===== config.mk =====
export PLATFORM = sky130hd
export DESIGN_NAME = contador_4b
export DESIGN_NICKNAME = d
export VERILOG_FILES = /design/src/rtl/contador_4b.sv
export SDC_FILE = /design/constraint.sdc
export NUM_CORES = 1
export LEC_CHECK = 0
export ABC_AREA = 1
export CAP_MARGIN = 40
export CELL_PAD_IN_SITES_DETAIL_PLACEMENT = 0
export CELL_PAD_IN_SITES_GLOBAL_PLACEMENT = 1
export CORE_AREA = 2 2 39 41
export CTS_BUF_LIST = sky130_fd_sc_hd__clkbuf_4
export DETAILED_ROUTE_END_ITERATION = 8
export DIE_AREA = 0 0 41 43
export PLACE_DENSITY = 0.66
export RECOVER_POWER = 50
export SETUP_SLACK_MARGIN = 0.02
export SLEW_MARGIN = 20
export SYNTH_ARGS = -nofsm -noshare
export SYNTH_HDL_FRONTEND = slang
export SYNTH_SLANG_ARGS = --single-unit

===== constraint.sdc =====
create_clock -name clk -period 1.3 [get_ports clk]
set_input_delay 0.325 -clock clk [delete_from_list [all_inputs] [get_ports clk]]
set_output_delay 0.325 -clock clk [all_outputs]
set_load 0.01 [all_outputs]

===== src/rtl/contador_4b.sv =====
// contador_4b: 4-bit synchronous up/down counter with enable and a parallel
// load from four discrete data bits. Priority: reset > load > count > hold.
module contador_4b #(
  parameter int               WIDTH       = 4,
  parameter logic [WIDTH-1:0] RESET_VALUE = '0
) (
  input  logic             clk,
  input  logic             reset,
  input  logic             enable,
  input  logic             updown,
  input  logic             a,
  input  logic             b,
  input  logic             c,
  input  logic             d,
  input  logic             load,
  output logic [WIDTH-1:0] cont
);

  // Unit step kept at full width so the add/sub stays WIDTH bits and
  // wraps naturally modulo 2**WIDTH.
  localparam logic [WIDTH-1:0] STEP = WIDTH'(1);

  logic [WIDTH-1:0] ld_data;
  logic [WIDTH-1:0] cont_nxt;

  // a is the MSB, d the LSB of the load word.
  assign ld_data = {a, b, c, d};

  // Next-count selection; reset is applied in the register so it wins
  // over everything decided here.
  always_comb begin
    cont_nxt = cont;
    if (load)
      cont_nxt = ld_data;
    else if (enable)
      cont_nxt = updown ? (cont + STEP) : (cont - STEP);
  end

  // Count register with synchronous active-high reset; cont is driven
  // straight from it, so there is no input-to-output combinational path.
  always_ff @(posedge clk) begin
    if (reset)
      cont <= RESET_VALUE;
    else
      cont <= cont_nxt;
  end

endmodule


; ---- Word level (Yosys, flattened, before mapping)
; Index checks and enable logic that the tools add are counted.
[totals]
ff_bits = 4
output_inout_bits = 4
[op_classes]
addsub = 2
n_mux = 3
reduce_logical = 1
[ops]
columns = cell, count
row1 = 4-bit two-way mux, 3
row2 = 4-bit by 1-bit adder with 4-bit output (second input constant), 1
row3 = 4-bit by 1-bit subtractor with 4-bit output (second input constant), 1
row4 = 2-bit nonzero test, 1

; ---- Depth between registers and ports, before layout
[logic_depth]
ltp_word = 4
ltp_mapped = 8
mapped_depth_nobuf = 8

; ---- Worst setup path after synthesis
; OpenSTA, ideal clock, no wires.
[synth_path]
path_type = input port to flip-flop
startpoint = input port updown
endpoint = register cont[3]
setup_ns = 0.120
arrival_time_ns = 1.124
slack_ns = 0.055
cell_stages = 7
n_path_buf = 0
path_cell_list = inv_1 -> ha_1 -> or2_1 -> nand2_1 -> nand2_1 -> nand3_1 -> a21oi_1
[synth_between]
elab_chain_len = 3
[synth_lines]
columns = element, line_no
row1 = start: declaration, 10  ; input logic updown,
row2 = 4-bit two-way mux, 36  ; cont_nxt = updown ? (cont + STEP) : (cont - STEP);
row3 = 4-bit two-way mux, 35  ; else if (enable)
row4 = 4-bit two-way mux, 33  ; if (load)
row5 = end signal: assignment, 45  ; cont <= cont_nxt;
row6 = end: declaration, 16  ; output logic [WIDTH-1:0] cont
; Every way passes these cells. The select of a mux whose other input is x is not followed.
; A chain may end at the register's enable or synchronous reset.

; ---- Final worst setup path
[layout_path]
startpoint = register cont[2]
endpoint = output port cont[2]
; No word-level cell between the ends.

==> flow_metrics.tcl <==
set metrics [dict create \
    nNetsFinal 76 \
    finalSetupTns_ps 0 \
    status "finished clean" \
    max_stage_delay_ps 380 \
    ff_latch_area_sq_um 81.33 \
    fin_ws_ps 74.58 \
    met3_length_microns 29 \
    p_leak_nw 0.2636 \
    wirelength_microns 684 \
    grt_overflow 0 \
    cp_data_arrival_time_ps 900 \
    clk_latency_ps 230 \
    ant_nets 0 \
    min_from "cont[2]$_SDFFE_PP0P_" \
    finalSetupViolations 0 \
    row_count 14 \
    fin_worst_skew_ps 1.120 \
    start_util 0.2071 \
    grt.total_usage 0.1108 \
    drc 0 \
    r2r-start "cont[2]$_SDFFE_PP0P_" \
    synth-compound-area-share 0.1223 \
    largest_reg_flops 4 \
    routedWlPerCell_microns 8.769 \
    seq_power_share 0.336 \
    die_area_sq_um 1763 \
    critPathTopFamily "flip-flops" \
    highest_layer "met3" \
    synth_nets 54 \
    clockBufferDepth 2 \
    synth_area_leaders "dfxtp_1 (28%), nand2_1 (21%), ha_1 (8.7%), inv_1 (7.9%), fa_1 (7.0%)" \
    swShare 0.2722 \
    pre_cts_ws_ps -510.8 \
    drt-met1-wl_microns 313 \
    h-tree-depth 1 \
    layout_min_cycle_time_ps 1225 \
    drt-pass1-iter-count 2 \
    hold_viol_final 0 \
    core-area_sq_um 1384 \
    worst_path_max_delay_cell "dfxtp_1" \
    synth-simple-area-share 0.3319 \
    crit_type "reg -> out" \
    synth.avg_cell_area_sq_um 6.822 \
    relSlewSlack 0.7984 \
    largestRegisters "cont (4)" \
    p_sw_mw 0.1164 \
    synthAdderAreaFrac 0.1572 \
    ys_ff_latch 4 \
    vias 328 \
    worstMarginPinSlew_ps 301.9 \
    wl_met2_microns 341 \
    syn_inst 42 \
    clock_sink_count 4 \
    clockRootBuffer "clkbuf_4" \
    cts_tree "built" \
    crit_chain "dlygate4sd2_1" \
    multiInputGateArea_sq_um 203.9 \
    synth_top_area_share 0.2795 \
    crit_path_start_kind "register" \
    hold_class "reg -> reg" \
    required_ps 980 \
    first_global_vias 319 \
    rsz0062_at_grt "no" \
    max_freq_mhz 816.0 \
    die_x_microns 41 \
    area_delta_synth_final_pct 74.67 \
    initialDrtViolationCount 1 \
    regMostFlops "cont" \
    cp_max_fo 3 \
    diodes 0 \
    yosysWarnings 0 \
    pwr_density_cell_nw_per_um2 854.2 \
    antenna_found_initial 0 \
    n_fill_cell 154 \
    viasPerCell 4.205 \
    ys_seq_area_frac 0.2795 \
    grt_first_pass_wirelength_microns 1290 \
    drv_slew 0 \
    path_clk_slew_ps 40 \
    drive_above_1_share 0.2258 \
    io_pins 13 \
    fin_crit_sh 0.9426 \
    vdd_drop_max_mv 0.3644 \
    synthMuxAreaShare 0 \
    synth_top_area_cell "dfxtp_1" \
    cts_hold_buffers 0 \
    p_clk_frac 0.355 \
    synth_top_family_by_area "simple AND/OR/NAND/NOR gates" \
    die_h_microns 43 \
    yosys.cell_types.count 16 \
    grt_max_degree 7 \
    p_comb_frac 0.309 \
    io_buffers 12 \
    place.gp.congestion 0.7107 \
    cp-startpoint "cont[2]$_SDFFE_PP0P_" \
    power.internal_mw 0.3112 \
    cp-end-kind "output port" \
    timing.max_cap.violations 0 \
    synth_xor_area_frac 0.03057 \
    cp_num_buf_inv 1 \
    netlist_area_sq_um 286.5 \
    numCtsBuffers 3 \
]
## power groups by stage
| stage | Combinational [mW] | Clock (mW) | Sequential (mW) |
|---|---|---|---|
| floorplan | 0.0547 | 0 | 0.149 |
| global placement | 0.133 | 0 | 0.145 |
| detailed placement | 0.135 | 0 | 0.145 |
| CTS | 0.129 | 0.162 | 0.142 |
| global route | 0.151 | 0.172 | 0.146 |
| finish | 0.132 | 0.152 | 0.143 |
## final cells by class
cell class,count,area share
clock buffer,3,0.04500
inverter,6,0.04500
multi-input combinational,32,0.4075
sequential,4,0.1625
tap,16,0.04000
timing repair buffer,17,0.3000
## cell families (layout without fill, tap and decap cells)
logic type	count (synthesis)	count (layout)
AOI/OAI and AO/OA	5	5
buffers and inverters	6	26
adders and majority gates	3	3
DFF	4	4
and+or+nand+nor	23	23
xor gates and xnor gates	1	1
## cells in the final DEF, fill, tap and decap left out, drive strengths merged
master,n
clkdlybuf4s50,6
nor2,3
or2,1
fa,1
a31oi,1
xor2,1
a31o,1
clkbuf,4
ha,2
nand2,16
dfxtp,4
nand3,2
nor3,1
inv,6
dlymetal6s2s,1
a21oi,1
buf,5
dlygate4sd2,4
o21bai,1
a22oi,1
## cell usage after synthesis, drive strengths merged
cell	n
inv	6
dfxtp	4
o21bai	1
a31oi	1
a21oi	1
a31o	1
nand2	16
a22oi	1
nor3	1
ha	2
nor2	3
xor2	1
nand3	2
fa	1
or2	1
## timing repair
item	4_1_cts	5_1_grt
resized for setup	6	7
endpoints found under the setup margin	7	4
setup buffers	0	0
## per-stage QoR
step	power [mW]	utilization	hold WS (ps)	area [sq um]	instances
after detailed placement	0.2793	0.3354	515.9	464.2	75
after floorplan	0.2038	-	394.1	286.5	42
final	0.4275	0.3617	551.5	500.5	78
after global placement	0.2776	0.3354	510.6	464.2	75
after global routing	0.4689	0.3617	579.6	500.5	78
after CTS	0.4330	0.3472	518.4	480.5	78
## path summary, 6_finish.rpt
path                          end  slack [ps]  cells past startpoint
max                       cont[2]          70                      1
min          cont[2]$_SDFFE_PP0P_         550                      2
max reg2reg  cont[3]$_SDFFE_PP0P_         140                      6
min reg2reg  cont[2]$_SDFFE_PP0P_         550                      2
## routing by layer
layer,vias to the layer above,track usage
li1,176,-
met1,147,0.1461
met3,0,0.03141
met2,5,0.1375
met4,0,0.1000
met5,-,0
Power figures use the tool's default switching activity.
